`src/rtl/pwm_pkg.sv`:
```
// Shared defaults and types for the multi-channel PWM level controller.
package pwm_pkg;

  localparam int DEF_CH     = 2;
  localparam int DEF_LW     = 3;
  localparam int DEF_PW     = 8;
  localparam int DEF_DB_CYC = 16;

  typedef enum logic {
    LIMIT_SAT  = 1'b0,
    LIMIT_WRAP = 1'b1
  } limit_mode_e;

  // Counter width able to hold 0..n-1, never narrower than one bit.
  function automatic int cnt_width(input int n);
    return (n > 1) ? $clog2(n) : 1;
  endfunction

endpackage

```
`src/rtl/btn_debounce.sv`:
```
// Active-low asynchronous button -> 2-FF synchroniser -> debouncer -> one-cycle press event.
// After reset the button must be seen released for DB_CYC cycles before a press can be accepted.
module btn_debounce
  import pwm_pkg::*;
#(
  parameter int DB_CYC = DEF_DB_CYC
) (
  input  logic clk,
  input  logic rst,
  input  logic btn_n_i,
  output logic press_o
);

  localparam int            CW       = cnt_width(DB_CYC);
  localparam logic [CW-1:0] CNT_LAST = CW'(DB_CYC - 1);

  logic          sync1_q, sync2_q;
  logic          db_q, db_d, db_dly_q;
  logic          armed_q, armed_d;
  logic [CW-1:0] cnt_q, cnt_d;
  logic          press_q;

  // NOTE: every variable gets a default at the top of always_comb so no path leaves it unassigned (no latch).
  always_comb begin
    cnt_d   = '0;
    db_d    = db_q;
    armed_d = armed_q;
    if (!armed_q) begin
      // Unarmed: the counter measures a steady release instead of a disagreement.
      if (sync2_q) begin
        if (cnt_q == CNT_LAST) armed_d = 1'b1;
        else                   cnt_d   = cnt_q + CW'(1);
      end
    end else if (sync2_q != db_q) begin
      if (cnt_q == CNT_LAST) db_d  = sync2_q;
      else                   cnt_d = cnt_q + CW'(1);
    end
  end

  // NOTE: state is updated with non-blocking assignments so every flop samples pre-edge values.
  always_ff @(posedge clk) begin
    if (rst) begin
      sync1_q  <= 1'b1;
      sync2_q  <= 1'b1;
      db_q     <= 1'b1;
      db_dly_q <= 1'b1;
      armed_q  <= 1'b0;
      cnt_q    <= '0;
      press_q  <= 1'b0;
    end else begin
      sync1_q  <= btn_n_i;
      sync2_q  <= sync1_q;
      db_q     <= db_d;
      db_dly_q <= db_q;
      armed_q  <= armed_d;
      cnt_q    <= cnt_d;
      press_q  <= db_dly_q & ~db_q;
    end
  end

  assign press_o = press_q;

endmodule

```
`src/rtl/pwm_level_ctrl.sv`:
```
// Per-channel up/down level registers driving PWM outputs from one shared period counter.
// Levels are latched into shadow registers at period wrap; PW must be >= LW.
module pwm_level_ctrl
  import pwm_pkg::*;
#(
  parameter int CH     = DEF_CH,
  parameter int LW     = DEF_LW,
  parameter int PW     = DEF_PW,
  parameter int DB_CYC = DEF_DB_CYC
) (
  input  logic              clk,
  input  logic              rst,
  input  logic [CH-1:0]     btn_up,
  input  logic [CH-1:0]     btn_dn,
  input  logic [LW-1:0]     top,
  input  logic              wrap,
  input  logic              tick,
  output logic [CH*LW-1:0]  level,
  output logic [CH-1:0]     pwm,
  output logic              period_end
);

  limit_mode_e   mode;
  logic [CH-1:0] up_ev, dn_ev;
  logic [PW-1:0] cnt_q, cnt_d;
  logic [CH-1:0] pwm_q, pwm_d;
  logic [LW-1:0] level_q  [CH];
  logic [LW-1:0] level_d  [CH];
  logic [LW-1:0] shadow_q [CH];
  logic [LW-1:0] shadow_d [CH];

  assign mode       = limit_mode_e'(wrap);
  assign period_end = tick && (cnt_q == '1);

  for (genvar g = 0; g < CH; g++) begin : g_ch
    btn_debounce #(.DB_CYC(DB_CYC)) u_up (
      .clk     (clk),
      .rst     (rst),
      .btn_n_i (btn_up[g]),
      .press_o (up_ev[g])
    );
    btn_debounce #(.DB_CYC(DB_CYC)) u_dn (
      .clk     (clk),
      .rst     (rst),
      .btn_n_i (btn_dn[g]),
      .press_o (dn_ev[g])
    );
    assign level[g*LW +: LW] = level_q[g];
  end

  always_comb begin
    cnt_d = tick ? cnt_q + PW'(1) : cnt_q;
    pwm_d = '0;
    for (int i = 0; i < CH; i++) begin
      level_d[i]  = level_q[i];
      shadow_d[i] = period_end ? level_q[i] : shadow_q[i];
      pwm_d[i]    = cnt_q < (PW'(shadow_q[i]) << (PW - LW));
      // Clamp after a lowered top wins over any button event this cycle.
      if (level_q[i] > top) begin
        level_d[i] = top;
      end else if (up_ev[i] && !dn_ev[i]) begin
        if (level_q[i] == top) level_d[i] = (mode == LIMIT_WRAP) ? '0 : top;
        else                   level_d[i] = level_q[i] + LW'(1);
      end else if (dn_ev[i] && !up_ev[i]) begin
        if (level_q[i] == '0) level_d[i] = (mode == LIMIT_WRAP) ? top : '0;
        else                  level_d[i] = level_q[i] - LW'(1);
      end
    end
  end

  // NOTE: these per-channel arrays are plain flops, not a RAM, so they take the reset like any register.
  always_ff @(posedge clk) begin
    if (rst) begin
      cnt_q <= '0;
      pwm_q <= '0;
      for (int i = 0; i < CH; i++) begin
        level_q[i]  <= '0;
        shadow_q[i] <= '0;
      end
    end else begin
      cnt_q <= cnt_d;
      pwm_q <= pwm_d;
      for (int i = 0; i < CH; i++) begin
        level_q[i]  <= level_d[i];
        shadow_q[i] <= shadow_d[i];
      end
    end
  end

  assign pwm = pwm_q;

endmodule

```
`config.mk`:
```
export PLATFORM = sky130hd
export DESIGN_NAME = pwm_level_ctrl
export DESIGN_NICKNAME = d
export VERILOG_FILES = /design/src/rtl/pwm_pkg.sv /design/src/rtl/btn_debounce.sv /design/src/rtl/pwm_level_ctrl.sv
export SDC_FILE = /design/constraint.sdc
export NUM_CORES = 1
export LEC_CHECK = 0
export ABC_AREA = 1
export BUFFER_PORTS_ARGS = -buffer_cell sky130_fd_sc_hd__buf_2
export CORE_MARGIN = 4
export CORE_UTILIZATION = 55
export CTS_CLUSTER_DIAMETER = 50
export DETAILED_ROUTE_END_ITERATION = 8
export GPL_ROUTABILITY_DRIVEN = 0
export PLACE_DENSITY = 0.73
export SYNTH_ARGS = -nofsm -noshare
export SYNTH_HDL_FRONTEND = slang
export SYNTH_SLANG_ARGS = --single-unit
```
`constraint.sdc`:
```
create_clock -name clk -period 1.7 [get_ports clk]
set_input_delay 0.17 -clock clk [delete_from_list [all_inputs] [get_ports clk]]
set_output_delay 0.17 -clock clk [all_outputs]
set_load 0.02 [all_outputs]
```
==> flow_metrics.tcl, run 1 <==
set metrics [dict create \
    switching_share 0.3472 \
    cts_tree "done" \
    fillCellCount 442 \
    fin_util 0.6698 \
    synth_area_um2 2990 \
    finalSetupViolCount 0 \
    switchingPower_w 0.001497 \
    synthSimpleGateAreaFrac 0.3209 \
    ys.flop_type "dfxtp_1" \
    irDropWorstVdd_uv 772.8 \
    fmax_ghz 0.5932 \
    slew_violations 0 \
    cp-start-kind "flip-flop" \
    clockBufferDepth 2 \
    clock_latency_ns 0.34 \
    track_usage 0.2068 \
    crit_start "cnt_q[1]" \
    design_area_um2 3465 \
    rows 26 \
    synth.largest_area_cell "dfxtp_1" \
    worst-path-max-fanout 3 \
    multi_input_area_um2 1555 \
    synth_enable_flop_cells 0 \
    regArea_um2 1246 \
    relSlewSlack 0.6591 \
    dr.pass1.iters 4 \
    dieArea_um2 6681 \
    internal_power_w 0.002814 \
    die_x_um 81.74 \
    rsz0062_at_grt "true" \
    io_buffers 19 \
    grt_pass1_vias 2489 \
    dp_slack_ns 0.1384 \
    synth_compound_area_frac 0.09121 \
    area_growth_pct 15.86 \
    tightest_slew_ns 0.4985 \
    synth_top_cell_area_share 0.4151 \
    ys_ff_latch 62 \
    period_share 0.9917 \
    syn-num-nets 441 \
    final_cell_mix "nand2_1 (83), dfxtp_1 (60), nor2_1 (57), nand3_1 (53), inv_1 (51)" \
    cts_buffers 9 \
    critPathKind "reg -> out" \
    core_um2 5172 \
    endpoint_kind "output pin" \
    reg2reg_depth 7 \
    num_vias 2663 \
    drc_errors 0 \
    antenna_found_initial 0 \
    finalNetCount 476 \
    arrival_ns 1.52 \
    clkTransAtPathRegs_ns 0.07 \
    comb_power_share 0.323 \
    p_leak_nw 1.707 \
    insertedDiodeCount 0 \
    drive_above_1_share 0.1470 \
    cp-endpoint "period_end" \
    pwr-share-seq 0.379 \
    timing.max_cap.violations 0 \
    outcome "complete, no violations" \
    synthArstFlopShare 0 \
    h-tree-depth 3 \
    cts_sinks 62 \
    synth_adder_area_share 0.08787 \
    ys_top_cells_by_area "dfxtp_1 (42%), nand2_1 (11%), nand3_1 (8.9%), ha_1 (8.8%), nor2_1 (7.3%)" \
    avgSynthCellArea_um2 7.311 \
    cts_root_buf "clkbuf_8" \
    drtAntennaViolNets 0 \
    dpl_cell_area_um2 3198 \
    hold_class "in -> reg" \
    synth_top_family_by_area "simple AND/OR/NAND/NOR gates" \
    skew_ns 0.007888 \
    viasPerCell 5.131 \
    r2r-end "level_q[0][2]" \
    r2r_start "level_q[0][0]" \
    synth_cells 409 \
    layout_commonest_cell "nand2_1" \
    wl_per_cell_um 11.44 \
    ctsHoldBuffers 0 \
    hpwl_um 4257 \
    io_pins 20 \
    grt_first_pass_wirelength_um 10560 \
    ys_seq_area_frac 0.4151 \
    power.density_nw_per_um2 1244 \
    fp.dieH_um 81.74 \
    setup_ws_ns 0.01410 \
    start_util 0.5781 \
    grt-ovfl-total 0 \
    required_ns 1.53 \
    muxShareOfSynthArea 0 \
    synth_warnings 0 \
    fin_crit_ns 1.686 \
    drtIter0Drc 138 \
    rrSetupSlack_ns 0.14 \
    power.share.clock 0.297 \
    drt-total-wl_um 5937 \
    synth-xor-area-share 0.01172 \
    grt_max_degree 27 \
    yosysUniqueCellTypes 25 \
    finalHoldViolations 0 \
]
## worst min-delay path by stage
| stage | end | slack (ns) | from | depth (start not counted) |
|---|---|---|---|---|
| 5_1_grt | g_ch[1].u_dn.sync1_q | 0.02 | btn_dn[1] | 2 |
| 4_1_cts | g_ch[0].u_up.sync1_q | 0.0005 | btn_up[0] | 2 |
| 3_3_place_gp | g_ch[0].u_dn.sync1_q | 0.35 | btn_dn[0] | 2 |
| 6_report | g_ch[0].u_up.sync1_q | 0.02 | btn_up[0] | 2 |
| 3_5_place_dp | g_ch[0].u_up.sync1_q | 0.36 | btn_up[0] | 2 |
| 2_1_floorplan | cnt_q[0] | 0.26 | tick | 1 |
## layout make-up
class                   count  area share
well taps                  70     0.02528
flip-flops and latches     62      0.3597
repair buffers             30     0.05309
clock inverters             4     0.01300
inverters                  51     0.05525
multi-input cells         290      0.4489
clock buffers              12     0.04478
## cells in the mapped netlist (2+ instances only)
master,count
nor2_4,2
nor2_1,58
ha_1,21
nand2_1,84
nand3b_1,2
nand3_1,53
nor2_2,2
o21ai_0,22
or2_2,9
buf_2,4
a21oi_1,17
a2111oi_0,2
inv_1,51
o31ai_1,3
nand4_1,2
xor2_1,4
clkbuf_1,2
a211oi_1,3
dfxtp_1,62
## critical path, stage by stage, from the launching register on
cell and delay, ns:
dfxtp_4 0.37, ha_4 0.15, nand3_4 0.08, nor2_4 0.12, nand2_4 0.07, nor2_4 0.09
nand2_2 0.06, nor2_2 0.12, buf_6 0.12
## state kept, by name, summed over array words and instances, names as in the netlist, 6 cells and up
register,cells
g_ch.u_dn.cnt_q,8
level_q,6
shadow_q,6
g_ch.u_up.cnt_q,8
cnt_q,8
## cells by family after synthesis
logic type / Yosys count
buf+inv: 57
fa+ha+maj: 21
xor+xnor: 4
compound gates: 49
simple gates: 216
flops: 62
## what timing repair did
item,4_1_cts,5_1_grt
endpoints found under the setup margin,1,1
buffers inserted,3,1
gates resized for setup,7,3
pin swaps,2,4
## per-stage QoR
| stage | setup TNS [ns] | instances | power, W | hold slack, ns |
|---|---|---|---|---|
| finish | 0 | 519 | 0.004311 | 0.01701 |
| CTS | -0.04080 | 518 | 0.004341 | 0.0005020 |
| detailed placement | 0 | 499 | 0.003031 | 0.3630 |
| global route | -0.07862 | 519 | 0.004633 | 0.01628 |
| global placement | 0 | 499 | 0.003012 | 0.3522 |
| floorplan | 0 | 409 | 0.002628 | 0.2595 |
## power groups by stage
| stage | logic [W] | clock network (W) | registers, W |
|---|---|---|---|
| 5_1_grt | 0.00159 | 0.00140 | 0.00165 |
| 4_1_cts | 0.00138 | 0.00133 | 0.00163 |
| 6_report | 0.00139 | 0.00128 | 0.00164 |
| 3_5_place_dp | 0.00137 | 0 | 0.00166 |
| 2_1_floorplan | 0.000888 | 0 | 0.00174 |
| 3_3_place_gp | 0.00135 | 0 | 0.00166 |
## routing by layer
layer | part of all wire | global-route usage
met1 | 0.46 | 0.2389
met2 | 0.46 | 0.3481
met3 | 0.054 | 0.05702
met4 | 0.029 | 0.1063
met5 | 0 | 0
(Power assumes the default switching activity.)
==> run 2, diff against run 1 <==
--- a/config.mk
+++ b/config.mk
@@ -8,11 +8,11 @@
 export ABC_AREA = 1
 export BUFFER_PORTS_ARGS = -buffer_cell sky130_fd_sc_hd__buf_2
 export CORE_MARGIN = 4
-export CORE_UTILIZATION = 55
+export CORE_UTILIZATION = 54
 export CTS_CLUSTER_DIAMETER = 50
 export DETAILED_ROUTE_END_ITERATION = 8
 export GPL_ROUTABILITY_DRIVEN = 0
-export PLACE_DENSITY = 0.73
+export PLACE_DENSITY = 0.75
 export SYNTH_ARGS = -nofsm -noshare
 export SYNTH_HDL_FRONTEND = slang
 export SYNTH_SLANG_ARGS = --single-unit
==> constraint.sdc (replaced) <==
create_clock -name clk -period 1.5 [get_ports clk]
set_input_delay 0.15 -clock clk [delete_from_list [all_inputs] [get_ports clk]]
set_output_delay 0.15 -clock clk [all_outputs]
set_load 0.02 [all_outputs]
==> flow_metrics.tcl, run 2 (synthesis gave the netlist of run 1 again) <==
set metrics [dict create \
    drc_errors 0 \
    num_vias 2704 \
    dieArea_um2 6792 \
    track_usage 0.1973 \
    fin_util 0.6885 \
    cts_tree "done" \
    required_ns 1.35 \
    hp-start "tick" \
    r2r_start "level_q[0][3]" \
    worstPathCellList "ha_4 -> nand3_4 -> nor2_4 -> nand2_4 -> nor2_4 -> nand2_2 -> nor2_1 -> buf_4" \
    finalSetupViolCount 1 \
    tightest_slew_ns 0.4260 \
    grt_first_pass_wirelength_um 10270 \
    io_pins 20 \
    finalNetCount 486 \
    io_buffers 19 \
    crit_path_top_delay_cell "dfxtp_2" \
    area_growth_pct 20.59 \
    die_x_um 82.42 \
    rsz0062_at_grt "true" \
    fin_crit_ns 1.620 \
    crit_start "cnt_q[0]" \
    grt_pass1_vias 2458 \
    timing.max_cap.violations 0 \
    skew_ns 0.005967 \
    rows 26 \
    h-tree-depth 3 \
    cts_sinks 62 \
    reg2reg_depth 10 \
    critPathKind "reg -> out" \
    hold_depth 2 \
    clock_latency_ns 0.32 \
    power.density_nw_per_um2 1395 \
    slew_violations 0 \
    irDropWorstVdd_uv 886.4 \
    top_regs "cnt_q: 8 flops, g_ch.u_dn.cnt_q: 8 flops, g_ch.u_up.cnt_q: 8 flops" \
    min_to "cnt_q[1]" \
    antenna_found_initial 0 \
    viasPerCell 5.131 \
    power_w 0.005029 \
    outcome "complete, but fails checks" \
    period_share 1.080 \
    clockBufferDepth 2 \
    setup_ws_ns -0.1201 \
    p_leak_nw 1.731 \
    r2r-end "level_q[0][5]" \
    grt-ovfl-total 0 \
    dp_slack_ns -0.008396 \
    insertedDiodeCount 0 \
    hpwl_um 4148 \
    fp.dieH_um 82.42 \
    drtIter0Drc 147 \
    endpoint_kind "output pin" \
    core_um2 5238 \
    hold_class "in -> reg" \
    cts_root_buf "clkbuf_8" \
    wl_per_cell_um 11.36 \
    finalHoldViolations 0 \
    dr.pass1.iters 4 \
    cp_slowest_stage_delay_ns 0.35 \
    path_common_cell "nor2_4" \
    final_cell_mix "nand2_1 (80), nor2_1 (57), dfxtp_1 (55), nand3_1 (51), inv_1 (49)" \
    drive_above_1_share 0.1904 \
    clkTransAtPathRegs_ns 0.06 \
    worst-path-max-fanout 2 \
    rrSetupSlack_ns 0.07 \
    fmax_ghz 0.6172 \
    drt-total-wl_um 5987 \
    cts_buffers 9 \
    grt_max_degree 32 \
    layout_commonest_cell "nand2_1" \
    start_util 0.5710 \
    violations "negative setup slack" \
    arrival_ns 1.47 \
    cp-start-kind "flip-flop" \
    drtAntennaViolNets 0 \
    relSlewSlack 0.7087 \
]
## run 2: changes by cell type in the layout (fill, tap and decap cells not counted), moves of 3 or more
| cell | before | now |
|---|---|---|
| buf_4 | 11 | 17 |
| dfxtp_2 | 1 | 7 |
| ha_1 | 20 | 14 |
| dfxtp_1 | 60 | 55 |
| ha_4 | 1 | 6 |
| o21ai_0 | 22 | 17 |
| o21ai_1 | 0 | 5 |
| dlygate4sd3_1 | 0 | 4 |
| nand2_1 | 83 | 80 |
| nand2_2 | 1 | 4 |
## run 2: critical path, delay by kind of cell, from the launching register on
family / cells / cell delay (ns)
flip-flops: 1 / 0.35
AND/OR/NAND/NOR: 6 / 0.51
buffers and inverters: 1 / 0.14
adder cells (fa/ha/maj): 1 / 0.15
## run 2: area by class of cell
cell class / instances / area, um2
Multi-Input combinational cell: 290 / 1653
Fill cell: 440 / 1632
Sequential cell: 62 / 1250
Timing Repair Buffer: 40 / 269.0
Inverter: 51 / 191.4
Clock buffer: 12 / 145.1
Tap cell: 70 / 87.58
Clock inverter: 2 / 10.01
## run 2: metal layers
layer | routed length [um] | vias up | track usage
met1 | 2776 | 1216 | 0.2327
met3 | 278 | 10 | 0.06508
li1 | - | 1412 | -
met2 | 2841 | 66 | 0.3285
met4 | 91 | 0 | 0.07973
met5 | 0 | - | 0
## run 2: worst max-delay path by stage
stage	slack [ns]	end
3_3_place_gp	0.04	level_q[0][2]
3_5_place_dp	-0.008	level_q[0][3]
2_1_floorplan	0.003	level_q[0][3]
5_1_grt	-0.26	period_end
6_report	-0.12	period_end
4_1_cts	-0.17	period_end
## run 2: timing repair
| action | 4_1_cts | 5_1_grt |
|---|---|---|
| endpoints found under the setup margin | 1 | 9 |
| hold buffers | 4 | 0 |
| cloned | 0 | 0 |
| setup buffers | 4 | 3 |
| pin swaps | 1 | 6 |
| hold endpoints to repair | 4 | 0 |
| resized for setup | 7 | 23 |
## run 2: report_power, final
| part | switching (W) | internal [W] |
|---|---|---|
| Combinational | 0.00112 | 0.000839 |
| Clock | 0.000565 | 0.000621 |
| Sequential | 0.000111 | 0.00178 |
| Total | 0.00179 | 0.00324 |
## run 2: metrics by stage
stage / cells / TNS (ns) / hold slack [ns] / cell area (um2)
after floorplan: 409 / 0 / 0.2395 / 3000
after global placement: 502 / 0 / 0.3314 / 3231
after detailed placement: 502 / -0.01460 / 0.3368 / 3231
after CTS: 524 / -0.1736 / 0.08034 / 3483
after global routing: 527 / -0.2726 / 0.09210 / 3606
final: 527 / -0.1201 / 0.1049 / 3606
==> run 3, diff against run 2 <==
--- a/config.mk
+++ b/config.mk
@@ -12,7 +12,7 @@
 export CTS_CLUSTER_DIAMETER = 50
 export DETAILED_ROUTE_END_ITERATION = 8
 export GPL_ROUTABILITY_DRIVEN = 0
-export PLACE_DENSITY = 0.75
+export PLACE_DENSITY = 0.81
 export SYNTH_ARGS = -nofsm -noshare
 export SYNTH_HDL_FRONTEND = slang
 export SYNTH_SLANG_ARGS = --single-unit
==> flow_metrics.tcl, run 3 (synthesis gave the netlist of run 1 again) <==
set metrics [dict create \
    insertedDiodeCount 0 \
    viasPerCell 5.154 \
    drive_above_1_share 0.1860 \
    cp-start-kind "flip-flop" \
    fin_crit_ns 1.652 \
    irDropWorstVdd_uv 765.1 \
    grt_max_degree 32 \
    num_vias 2716 \
    violations "negative setup slack" \
    pwr-share-seq 0.374 \
    rsz0062_at_grt "true" \
    area_growth_pct 21.84 \
    io_pins 20 \
    p_leak_nw 1.746 \
    drtIter0Drc 119 \
    grt-ovfl-total 0 \
    clkTransAtPathRegs_ns 0.06 \
    worst-path-max-fanout 2 \
    finalHoldViolations 0 \
    cts_tree "done" \
    antenna_found_initial 0 \
    period_share 1.102 \
    cts_root_buf "clkbuf_8" \
    dr.pass1.iters 4 \
    top_regs "cnt_q: 8 flops, g_ch.u_dn.cnt_q: 8 flops, g_ch.u_up.cnt_q: 8 flops" \
    skew_ns 0.01031 \
    wl_per_cell_um 11.57 \
    layout_commonest_cell "nand2_1" \
    path_buf_inv 1 \
    rows 26 \
    r2r-end "shadow_q[0][4]" \
    relSlewSlack 0.7233 \
    switchingPower_w 0.001777 \
    worstPathCellList "ha_4 -> nand3_4 -> nor2_4 -> nand2_4 -> nor2_4 -> nand2_2 -> nor2_1 -> buf_4" \
    core_um2 5238 \
    finalNetCount 484 \
    dp_slack_ns -0.02865 \
    whs_ns 0.09851 \
    required_ns 1.35 \
    clock_latency_ns 0.33 \
    comb_power_share 0.344 \
    tightest_slew_ns 0.4046 \
    timing.max_cap.violations 0 \
    slew_violations 0 \
    setup_ws_ns -0.1524 \
    r2r_start "cnt_q[0]" \
    drtAntennaViolNets 0 \
    reg2reg_depth 9 \
    cp_slowest_stage_delay_ns 0.35 \
    hpwl_um 4098 \
    critPathKind "reg -> out" \
    drt-total-wl_um 6095 \
    cts_sinks 62 \
    hold_class "in -> reg" \
    grt_pass1_vias 2560 \
    min_to "cnt_q[1]" \
    drc_errors 0 \
    crit_path_top_delay_cell "dfxtp_2" \
    h-tree-depth 3 \
    die_x_um 82.42 \
    hold_depth 2 \
    start_util 0.5710 \
    cts_buffers 9 \
    rrSetupSlack_ns -0.05 \
    outcome "complete, but fails checks" \
    track_usage 0.2002 \
    path_common_cell "nor2_4" \
    dieArea_um2 6792 \
    power.density_nw_per_um2 1410 \
    endpoint_kind "output pin" \
    grt_first_pass_wirelength_um 10480 \
    power.share.clock 0.283 \
    critical_path.top_delay_family "simple AND/OR/NAND/NOR gates" \
    clockBufferDepth 2 \
    fin_tns_setup_ns -0.3755 \
    arrival_ns 1.50 \
    internal_power_w 0.003359 \
    hp-start "tick" \
    switching_share 0.3460 \
    io_buffers 19 \
    fmax_ghz 0.6052 \
    final_cell_mix "nand2_1 (81), nor2_1 (57), dfxtp_1 (55), nand3_1 (51), inv_1 (49)" \
    fp.dieH_um 82.42 \
    finalSetupViolCount 7 \
]
run 3: changes by cell type in the layout (fill, tap and decap cells not counted), sizes merged:
cell      delta
clkinvlp     +1
buf          -2
bufinv       +1
clkinv       -1
clkbuf       +1
run 3: per-layer routing:
metal	up-vias	wire length [um]	track usage
met5	-	0	0
met4	0	177	0.1179
met3	20	288	0.04447
met2	73	2994	0.3502
met1	1215	2634	0.2204
li1	1408	-	-
run 3: cell type report:
| type | count | area, um2 |
|---|---|---|
| Inverter | 51 | 191.4 |
| Clock buffer | 13 | 158.9 |
| Sequential cell | 62 | 1252 |
| Timing Repair Buffer | 38 | 266.5 |
| Multi-Input combinational cell | 290 | 1644 |
| Fill cell | 413 | 1594 |
| Tap cell | 70 | 87.58 |
| Clock inverter | 3 | 42.54 |
run 3: how the worst max path moves through the flow:
stage / from / to / slack, ns / cells past startpoint
CTS: cnt_q[1] / period_end / -0.18 / 8
finish: cnt_q[0] / period_end / -0.15 / 8
floorplan: level_q[0][3] / level_q[0][3] / 0.003 / 7
detailed placement: top[2] / level_q[0][3] / -0.03 / 8
global placement: top[2] / level_q[0][3] / 0.03 / 8
global route: cnt_q[0] / period_end / -0.22 / 8
run 3: repair_timing:
item                       4_1_cts  5_1_grt
gates resized for setup          8       22
hold buffers                     4        0
setup endpoints to repair        3       13
buffers inserted                 4        2
hold endpoints to repair         4        0
pin swaps                        3       10
run 3: power by group through the flow:
stage	Clock, W	Combinational, W	Sequential, W
floorplan	0	0.00102	0.00198
global placement	0	0.00148	0.00192
detailed placement	0	0.00150	0.00193
CTS	0.00149	0.00153	0.00189
global route	0.00156	0.00203	0.00193
finish	0.00145	0.00177	0.00192
run 3: per-stage QoR:
stage               cell area (um2)  cells  utilization  power (W)
detailed placement             3236    501       0.6178   0.003424
global placement               3236    501       0.6178   0.003401
global route                   3643    527       0.6957   0.005521
CTS                            3537    525       0.6753   0.004911
floorplan                      3000    409            -   0.003003
finish                         3643    527       0.6957   0.005137
